==> src/rtl/fifo_uart_tx.sv <==
// -----------------------------------------------------------------------------
// fifo_uart_tx
// Drains an 8-bit scfifo (normal, non-show-ahead read mode) and serialises
// every byte as an asynchronous frame on tx:
//   start bit, DATA_W data bits LSB-first, optional even parity, stop bit(s).
// The block pops autonomously whenever the FIFO is non-empty; there is no
// CPU handshake. At most one pop is outstanding, and it covers one frame.
//
// Optional feature: define UART_TX_PARITY_EN to insert an even-parity bit
// between the last data bit and the stop bit(s). Without it, the parity
// state and its logic are not built.
//
// Parameters
//   DATA_W        byte width, must match the FIFO q width
//   CLKS_PER_BIT  clock cycles per serial bit (>= 2)
//   STOP_BITS     stop bits per frame (1 or 2)
//
// Ports
//   clock       in   system clock, all logic on the rising edge
//   sclr        in   synchronous reset, active-high
//   fifo_empty  in   FIFO empty flag, only looked at while idle
//   fifo_q      in   FIFO read data, valid the cycle after fifo_rdreq
//   fifo_rdreq  out  registered one-cycle pop strobe
//   tx          out  registered serial line, idle high
//   busy        out  high from the pop request through the last stop cycle
//   frame_done  out  one-cycle pulse on the final stop-bit cycle
// -----------------------------------------------------------------------------
module fifo_uart_tx #(
    parameter int DATA_W       = 8,
    parameter int CLKS_PER_BIT = 16,
    parameter int STOP_BITS    = 1
) (
    input  logic              clock,
    input  logic              sclr,
    input  logic              fifo_empty,
    input  logic [DATA_W-1:0] fifo_q,
    output logic              fifo_rdreq,
    output logic              tx,
    output logic              busy,
    output logic              frame_done
);

    localparam int CNT_W = (CLKS_PER_BIT > 1) ? $clog2(CLKS_PER_BIT) : 1;
    localparam int IDX_W = (DATA_W > 1) ? $clog2(DATA_W) : 1;

    localparam logic [CNT_W-1:0] CNT_ZERO = CNT_W'(0);
    localparam logic [CNT_W-1:0] CNT_ONE  = CNT_W'(1);
    localparam logic [CNT_W-1:0] CNT_LAST = CNT_W'(CLKS_PER_BIT - 1);
    localparam logic [IDX_W-1:0] IDX_ZERO = IDX_W'(0);
    localparam logic [IDX_W-1:0] IDX_ONE  = IDX_W'(1);
    localparam logic [IDX_W-1:0] IDX_LAST = IDX_W'(DATA_W - 1);
    // Index of the final stop bit; only bit 0 of the stop index is ever used.
    localparam logic             STOP_LAST = (STOP_BITS == 2) ? 1'b1 : 1'b0;

    localparam logic [2:0] ST_IDLE   = 3'd0;
    localparam logic [2:0] ST_REQ    = 3'd1;
    localparam logic [2:0] ST_LOAD   = 3'd2;
    localparam logic [2:0] ST_START  = 3'd3;
    localparam logic [2:0] ST_DATA   = 3'd4;
    localparam logic [2:0] ST_STOP   = 3'd5;
`ifdef UART_TX_PARITY_EN
    localparam logic [2:0] ST_PARITY = 3'd6;

    // Even parity: the parity bit makes the total count of ones even.
    function automatic logic even_parity(input logic [DATA_W-1:0] data);
        return ^data;
    endfunction
`endif

    logic [2:0]        state_r,    state_s;
    logic [CNT_W-1:0]  cnt_r,      cnt_s;
    logic [IDX_W-1:0]  idx_r,      idx_s;
    logic              stop_idx_r, stop_idx_s;
    logic [DATA_W-1:0] shift_r,    shift_s;
`ifdef UART_TX_PARITY_EN
    logic              parity_r,   parity_s;
`endif
    logic              tx_r,       tx_s;
    logic              rdreq_r;
    logic              busy_r;
    logic              frame_done_r, frame_done_s;

    assign fifo_rdreq = rdreq_r;
    assign tx         = tx_r;
    assign busy       = busy_r;
    assign frame_done = frame_done_r;

    // Next-state, bit-timing and shift-register logic.
    always_comb begin
        state_s    = state_r;
        cnt_s      = cnt_r;
        idx_s      = idx_r;
        stop_idx_s = stop_idx_r;
        shift_s    = shift_r;
`ifdef UART_TX_PARITY_EN
        parity_s   = parity_r;
`endif
        case (state_r)
            ST_IDLE: begin
                // The empty flag is only consulted here, which is what keeps
                // a pop from ever being issued while a frame is in flight.
                if (!fifo_empty) begin
                    state_s = ST_REQ;
                end else begin
                    state_s = ST_IDLE;
                end
            end
            ST_REQ: begin
                state_s = ST_LOAD;
            end
            ST_LOAD: begin
                // fifo_q holds the popped byte during this cycle.
                shift_s    = fifo_q;
`ifdef UART_TX_PARITY_EN
                parity_s   = even_parity(fifo_q);
`endif
                cnt_s      = CNT_ZERO;
                idx_s      = IDX_ZERO;
                stop_idx_s = 1'b0;
                state_s    = ST_START;
            end
            ST_START: begin
                if (cnt_r == CNT_LAST) begin
                    cnt_s   = CNT_ZERO;
                    state_s = ST_DATA;
                end else begin
                    cnt_s   = cnt_r + CNT_ONE;
                end
            end
            ST_DATA: begin
                if (cnt_r == CNT_LAST) begin
                    cnt_s   = CNT_ZERO;
                    shift_s = {1'b0, shift_r[DATA_W-1:1]};
                    if (idx_r == IDX_LAST) begin
                        idx_s      = IDX_ZERO;
                        stop_idx_s = 1'b0;
`ifdef UART_TX_PARITY_EN
                        state_s    = ST_PARITY;
`else
                        state_s    = ST_STOP;
`endif
                    end else begin
                        idx_s = idx_r + IDX_ONE;
                    end
                end else begin
                    cnt_s = cnt_r + CNT_ONE;
                end
            end
`ifdef UART_TX_PARITY_EN
            ST_PARITY: begin
                if (cnt_r == CNT_LAST) begin
                    cnt_s      = CNT_ZERO;
                    stop_idx_s = 1'b0;
                    state_s    = ST_STOP;
                end else begin
                    cnt_s = cnt_r + CNT_ONE;
                end
            end
`endif
            ST_STOP: begin
                if (cnt_r == CNT_LAST) begin
                    cnt_s = CNT_ZERO;
                    if (stop_idx_r == STOP_LAST) begin
                        stop_idx_s = 1'b0;
                        state_s    = ST_IDLE;
                    end else begin
                        stop_idx_s = 1'b1;
                    end
                end else begin
                    cnt_s = cnt_r + CNT_ONE;
                end
            end
            default: begin
                cnt_s      = CNT_ZERO;
                idx_s      = IDX_ZERO;
                stop_idx_s = 1'b0;
                state_s    = ST_IDLE;
            end
        endcase
    end

    // Line level for the next cycle, decoded from the next state so tx stays registered.
    always_comb begin
        tx_s = 1'b1;
        case (state_s)
            ST_START:  tx_s = 1'b0;
            ST_DATA:   tx_s = shift_s[0];
`ifdef UART_TX_PARITY_EN
            ST_PARITY: tx_s = parity_s;
`endif
            default:   tx_s = 1'b1;
        endcase
    end

    // Final stop-bit cycle of the frame, decoded one cycle early for the register.
    always_comb begin
        if ((state_s == ST_STOP) && (cnt_s == CNT_LAST) && (stop_idx_s == STOP_LAST)) begin
            frame_done_s = 1'b1;
        end else begin
            frame_done_s = 1'b0;
        end
    end

    // State and output registers with synchronous clear; a clear mid-frame drops the byte.
    always_ff @(posedge clock) begin
        if (sclr) begin
            state_r      <= ST_IDLE;
            cnt_r        <= CNT_ZERO;
            idx_r        <= IDX_ZERO;
            stop_idx_r   <= 1'b0;
            shift_r      <= {DATA_W{1'b0}};
`ifdef UART_TX_PARITY_EN
            parity_r     <= 1'b0;
`endif
            tx_r         <= 1'b1;
            rdreq_r      <= 1'b0;
            busy_r       <= 1'b0;
            frame_done_r <= 1'b0;
        end else begin
            state_r      <= state_s;
            cnt_r        <= cnt_s;
            idx_r        <= idx_s;
            stop_idx_r   <= stop_idx_s;
            shift_r      <= shift_s;
`ifdef UART_TX_PARITY_EN
            parity_r     <= parity_s;
`endif
            tx_r         <= tx_s;
            rdreq_r      <= (state_s == ST_REQ);
            busy_r       <= (state_s != ST_IDLE);
            frame_done_r <= frame_done_s;
        end
    end

endmodule

==> config.mk <==
export PLATFORM = sky130hd
export DESIGN_NAME = fifo_uart_tx
export DESIGN_NICKNAME = d
export VERILOG_FILES = /design/src/rtl/fifo_uart_tx.sv
export SDC_FILE = /design/constraint.sdc
export NUM_CORES = 1
export LEC_CHECK = 0
export CAP_MARGIN = 20
export CELL_PAD_IN_SITES_DETAIL_PLACEMENT = 1
export CELL_PAD_IN_SITES_GLOBAL_PLACEMENT = 1
export CORE_ASPECT_RATIO = 0.6
export CORE_MARGIN = 5
export CORE_UTILIZATION = 45
export CTS_CLUSTER_DIAMETER = 50
export CTS_CLUSTER_SIZE = 8
export DETAILED_ROUTE_END_ITERATION = 8
export GPL_TIMING_DRIVEN = 0
export PLACE_DENSITY_LB_ADDON = 0.1
export SYNTH_ARGS = -nofsm -noshare
export SYNTH_HDL_FRONTEND = slang
export SYNTH_SLANG_ARGS = --single-unit
==> constraint.sdc <==
create_clock -name clock -period 3.9 [get_ports clock]
set_input_delay 0.78 -clock clock [delete_from_list [all_inputs] [get_ports clock]]
set_output_delay 0.78 -clock clock [all_outputs]
set_load 0.05 [all_outputs]
==> impl_metrics.py, run 1 <==
metrics = {
    "sta": {
        "finalSetupViolations": 0,
        "relSlewSlack": 0.6163,
        "max_freq_mhz": 458.7,
        "hold_viol": 0,
        "rsz0062_at_grt": "no",
        "finalMaxSlewViolations": 0,
        "tns_ns": 0,
        "fin_crit_sh": 0.5590,
        "period_minus_slack_ns": 2.180,
        "tightest_slew_ns": 0.5756,
        "skew_ns": 0.007103,
    },
    "routing": {
        "drc": 0,
        "wl_per_cell_um": 18.98,
        "drtAntennaViolNets": 0,
        "drt-vias-per-instance": 6.171,
        "routed_wl_um": 3664,
        "via_count": 1191,
        "drt_iter0_drc": 88,
        "dr.pass1.iters": 4,
    },
    "place": {
        "port_buffers": 14,
        "dp_hpwl_um": 2657,
        "globalplace.congestion": 0.7909,
        "postPlaceCellArea_mm2": 0.001469,
    },
    "setup_path": {
        "path_cells": "clkdlybuf4s50_1",
        "path_buf_inv": 1,
        "cp_top_family": "buffers and inverters",
        "cp.required_ns": 3.12,
        "r2r_end": "frame_done$_SDFF_PP0_",
        "r2r-start": "cnt_r[0]$_SDFF_PP0_",
        "r2r.worst_path.cells": 6,
        "slowest_delay_ns": 0.81,
        "crit_path_top_delay_cell": "clkdlybuf4s50_1",
        "reg2reg_slack_ns": 1.75,
        "start_kind": "register",
        "cp_max_fo": 1,
        "worstSetupPathType": "register to output pin",
        "end_kind": "output pin",
        "crit_arrival_ns": 1.40,
    },
    "clocking": {
        "cts_tree": "yes",
        "clockBufferDepth": 2,
        "clk_latency_ns": 0.27,
        "postCtsSetupRepairBufs": 0,
        "cts_sinks": 23,
        "clkTransAtPathRegs_ns": 0.09,
        "cts_resized": 0,
        "ctsRootBufferMaster": "clkbuf_8",
        "htree_num_levels": 1,
        "postCtsHoldBufs": 0,
        "numCtsBuffers": 3,
    },
    "floorplan": {
        "initial_core_util": 0.4600,
        "die_w_um": 79.02,
        "rows": 15,
        "core-area_mm2": 0.002796,
        "ioPinCount": 15,
        "die_area_mm2": 0.004062,
        "fp.dieH_um": 51.41,
    },
    "synthesis": {
        "synth_edf_count": 0,
        "synthDistinctLibCells": 52,
        "syn_nets": 155,
        "yosysSeqAreaShare": 0.3580,
        "ys_warn_count": 0,
        "synthArstFlopShare": 0,
        "synth_ff_type": "dfxtp_1",
        "syn_area_mm2": 0.001286,
        "synth_seq_cells": 23,
        "synth.avg_cell_area_um2": 9.122,
        "synth_cells": 141,
    },
    "cells_and_area": {
        "fin_area_mm2": 0.001515,
        "layout_common_cells": "23 x dfxtp_1, 14 x a21oi_1, 14 x clkdlybuf4s50_1, 8 x o21ai_0, 8 x nand2_1",
        "antennaDiodeCount": 0,
        "fillers": 343,
        "syn_to_final_growth_pct": 17.80,
        "final_common_cell": "dfxtp_1",
        "post_route_cells_drive_above_1_share": 0.1509,
        "final_nets": 174,
    },
    "power_and_ir_drop": {
        "peakVddDrop_v": 0.0001938,
        "p_per_area_mw_per_mm2": 335.3,
        "power_w": 0.0005081,
        "leakage_nw": 0.5951,
    },
    "worst_hold_path": {
        "hp-start": "shift_r[4]$_SDFFE_PP0P_",
        "hold-path-cell-count": 2,
        "hold_end": "shift_r[4]$_SDFFE_PP0P_",
        "min_path_type": "register to register",
    },
    "status": {
        "status": "complete, no violations",
    },
    "global_routing": {
        "grt_max_degree": 14,
        "grt_pass1_vias": 1266,
        "grt-ovfl-total": 0,
        "grt_pass1_wl_um": 6423,
        "antenna_found_initial": 0,
        "grt_use_total": 0.2063,
    },
    "job": {
        "cap_violations": 0,
    },
}
sequential cells by signal (all words and copies together) (netlist names):
signal and cells:
busy 1, tx 1, fifo_rdreq 1, idx_r 3, state_r 3, cnt_r 4
shift_r 8, frame_done 1, stop_idx_r 1
synthesized netlist by cell type, types with 3 or more instances:
cell	count	share of area
nor4_1	3	0.015
buf_4	3	0.018
dfxtp_1	23	0.36
a31oi_1	3	0.015
a21oi_1	14	0.054
inv_1	5	0.015
a22oi_1	6	0.035
nand3_1	3	0.012
ha_1	3	0.029
nor2_1	7	0.020
nand2_1	8	0.023
o21ai_0	8	0.031
buf_2	6	0.023
per-stage QoR:
stage,hold WS (ns),std cells,worst slack [ns],utilization
floorplan,0.4368,141,2.156,-
global placement,0.4429,189,1.505,0.5253
detailed placement,0.4516,189,1.473,0.5253
CTS,0.4638,193,1.709,0.5418
global route,0.4924,193,1.575,0.5418
finish,0.4628,193,1.720,0.5418
metal layers:
metal,wire (um),global-route usage
met2,1664,0.3436
met3,135,0.05282
met1,1813,0.2662
met5,0,0
met4,50,0.05429
worst register-to-register path, stage by stage, from the launching register on:
cell       delay, ns
dfxtp_1         0.49
ha_1            0.20
buf_4           0.16
nand3_2         0.16
nor3_4          0.48
a2111oi_4       0.18
a2111oi_2       0.37
report_power, final:
part	internal, W	switching [W]	total, W
clock network	0.0000715	0.0000804	0.000152
registers	0.000246	0.00000784	0.000254
logic	0.0000422	0.0000600	0.000102
cell families after synthesis:
kind of cell,count (synthesis),share of synthesized area
adder cells (fa/ha/maj),3,0.02919
AND/OR/NAND/NOR,44,0.2325
AO/OA/AOI/OAI,52,0.3006
multiplexers,2,0.01556
buffers and inverters,17,0.06420
flip-flops,23,0.3580
worst max-delay path by stage:
stage               slack [ns]  depth (start not counted)                   from                 endpoint
floorplan                 2.16                          6    cnt_r[0]$_SDFF_PP0_    frame_done$_SDFF_PP0_
global placement          1.51                          4                   sclr      cnt_r[0]$_SDFF_PP0_
detailed placement        1.47                          4                   sclr  shift_r[7]$_SDFFE_PP0P_
CTS                       1.71                          1  frame_done$_SDFF_PP0_               frame_done
global route              1.57                          4                   sclr  shift_r[7]$_SDFFE_PP0P_
finish                    1.72                          1  frame_done$_SDFF_PP0_               frame_done
final cells by class:
type	instances	area [um2]	area share
buffer	12	63.81	0.04211
tap	34	42.54	0.02808
sequential	23	460.4	0.3039
inverter	5	18.77	0.01239
clock inverter	1	5.005	0.003303
clock buffer	3	41.29	0.02725
timing repair buffer	14	140.1	0.09249
multi-input combinational	101	743.2	0.4905
(Power assumes the default switching activity.)
==> run 2: changes to the inputs <==
- CORE_UTILIZATION: 45 -> 38
- clock period: 3.9 -> 2 ns (I/O delays scaled with it)
==> impl_metrics.py, run 2 (same netlist as run 1, synthesis figures left out) <==
metrics = {
    "setup_path": {
        "end_kind": "register",
        "worstSetupPathType": "register to register",
        "cp.required_ns": 2.15,
        "crit_arrival_ns": 2.03,
        "start_kind": "register",
        "cp_max_fo": 9,
    },
    "status": {
        "status": "complete, no violations",
    },
    "cells_and_area": {
        "final_nets": 177,
        "top_regs": "shift_r (8), cnt_r (4)",
        "regMostFlops": "shift_r",
        "layout_common_cells": "22 x dfxtp_1, 14 x a21oi_1, 14 x clkdlybuf4s50_1, 8 x o21ai_0, 8 x nand2_1",
        "post_route_cells_drive_above_1_share": 0.1667,
        "layoutNonFillerInstCount": 207,
        "syn_to_final_growth_pct": 22.18,
        "largest_reg_flops": 8,
        "final_common_cell": "dfxtp_1",
        "antennaDiodeCount": 0,
        "final_util": 0.4816,
    },
    "routing": {
        "wl_per_cell_um": 18.20,
        "via_count": 1168,
        "drt_iter0_drc": 61,
        "drc": 0,
        "drt-vias-per-instance": 5.643,
        "dr.pass1.iters": 4,
        "drtAntennaViolNets": 0,
        "routed_wl_um": 3768,
    },
    "floorplan": {
        "die_area_mm2": 0.004687,
        "fp.dieH_um": 55.07,
        "core-area_mm2": 0.003263,
        "initial_core_util": 0.3942,
        "rows": 16,
        "ioPinCount": 15,
        "die_w_um": 85.11,
    },
    "place": {
        "port_buffers": 14,
        "dp_cells": 200,
        "globalplace.congestion": 0.8736,
        "pre_cts_ws_ns": -0.1160,
        "dp_hpwl_um": 2744,
    },
    "clocking": {
        "clkTransAtPathRegs_ns": 0.09,
        "cts_sinks": 23,
        "htree_num_levels": 1,
        "ctsRootBufferMaster": "clkbuf_8",
        "clockBufferDepth": 2,
        "cts_tree": "yes",
        "numCtsBuffers": 3,
        "postCtsHoldBufs": 0,
        "clk_latency_ns": 0.27,
    },
    "sta": {
        "tightest_slew_ns": 0.5650,
        "max_freq_mhz": 529.5,
        "period_minus_slack_ns": 1.888,
        "fin_crit_sh": 0.9442,
        "relSlewSlack": 0.6233,
        "hold_viol": 0,
        "tns_ns": 0,
        "timing.final.ws_setup_ns": 0.1116,
        "finalMaxSlewViolations": 0,
        "skew_ns": 0.004021,
        "finalSetupViolations": 0,
    },
    "global_routing": {
        "grt-ovfl-total": 0,
        "grt_use_total": 0.1698,
        "grt_pass1_wl_um": 6078,
        "antenna_found_initial": 0,
        "grt_pass1_vias": 1195,
        "grt_max_degree": 13,
    },
    "power_and_ir_drop": {
        "peakVddDrop_v": 0.0003487,
        "p_per_area_mw_per_mm2": 642.1,
        "leakage_nw": 0.6095,
    },
    "job": {
        "cap_violations": 0,
    },
    "worst_hold_path": {
        "min_path_type": "register to register",
    },
}
-- run 2: cell types whose count changed in the layout (fill, tap and decap cells not counted), sizes merged --
cell | previous run | this run
clkbuf | 5 | 6
clkinv | 1 | 0
buf | 10 | 13
-- run 2: path summary, 6_finish.rpt --
check | start | endpoint | slack [ns] | cells past startpoint
setup reg to reg | cnt_r[1]$_SDFF_PP0_ | tx$_SDFF_PP1_ | 0.11 | 7
hold / removal | shift_r[2]$_SDFFE_PP0P_ | shift_r[2]$_SDFFE_PP0P_ | 0.46 | 2
hold reg to reg | shift_r[2]$_SDFFE_PP0P_ | shift_r[2]$_SDFFE_PP0P_ | 0.46 | 2
setup / recovery | cnt_r[1]$_SDFF_PP0_ | tx$_SDFF_PP1_ | 0.11 | 7
-- run 2: area by class of cell --
type                            instances  area (um2)
Fill cell                             381        1692
Multi-Input combinational cell        101       763.2
Sequential cell                        23       461.7
Timing Repair Buffer                   17       162.7
Buffer                                 12       63.81
Tap cell                               45       56.30
Clock buffer                            4       45.04
Inverter                                5       18.77
-- run 2: per-layer routing --
layer / global-route usage / part of all wire / vias up / wire, um
met5: 0 / 0 / - / 0
met4: 0.04211 / 0.0037 / 0 / 14
met3: 0.04142 / 0.045 / 2 / 168
met2: 0.2680 / 0.44 / 25 / 1641
met1: 0.2350 / 0.52 / 570 / 1943
li1: - / - / 571 / -
-- run 2: metrics by stage --
| step | total power [W] | area (um2) | hold slack (ns) |
|---|---|---|---|
| after floorplan | 0.0006356 | 1286 | 0.4368 |
| after CTS | 0.001014 | 1544 | 0.4629 |
| after global routing | 0.001063 | 1572 | 0.4958 |
| after detailed placement | 0.0007045 | 1483 | 0.4507 |
| after global placement | 0.0006944 | 1483 | 0.4445 |
| final | 0.001009 | 1572 | 0.4632 |
-- run 2: critical path, cell delays in order, from the launching register on --
cell,delay [ns]
dfxtp_1,0.41
ha_1,0.17
buf_4,0.16
and3_1,0.16
buf_2,0.20
a31oi_4,0.18
a221oi_4,0.33
a32oi_1,0.15
-- run 2: repair_timing --
item,CTS,global route
setup endpoints to repair,2,3
endpoints found under the hold margin,0,0
buffers inserted,2,1
pin swaps,1,2
gates resized for setup,1,2
-- run 2: power by group --
group	total (W)	leakage, nW	internal [W]	switching (W)
Clock	0.000304	0.0228	0.000143	0.000161
Combinational	0.000209	0.399	0.0000879	0.000121
Sequential	0.000496	0.188	0.000480	0.0000160
Total	0.00101	0.609	0.000711	0.000298
==> run 3: changes to the inputs <==
- CAP_MARGIN: 20 -> not set
==> results of run 3 <==
No change in the layout: final DEF, timing and power equal those of run 2.
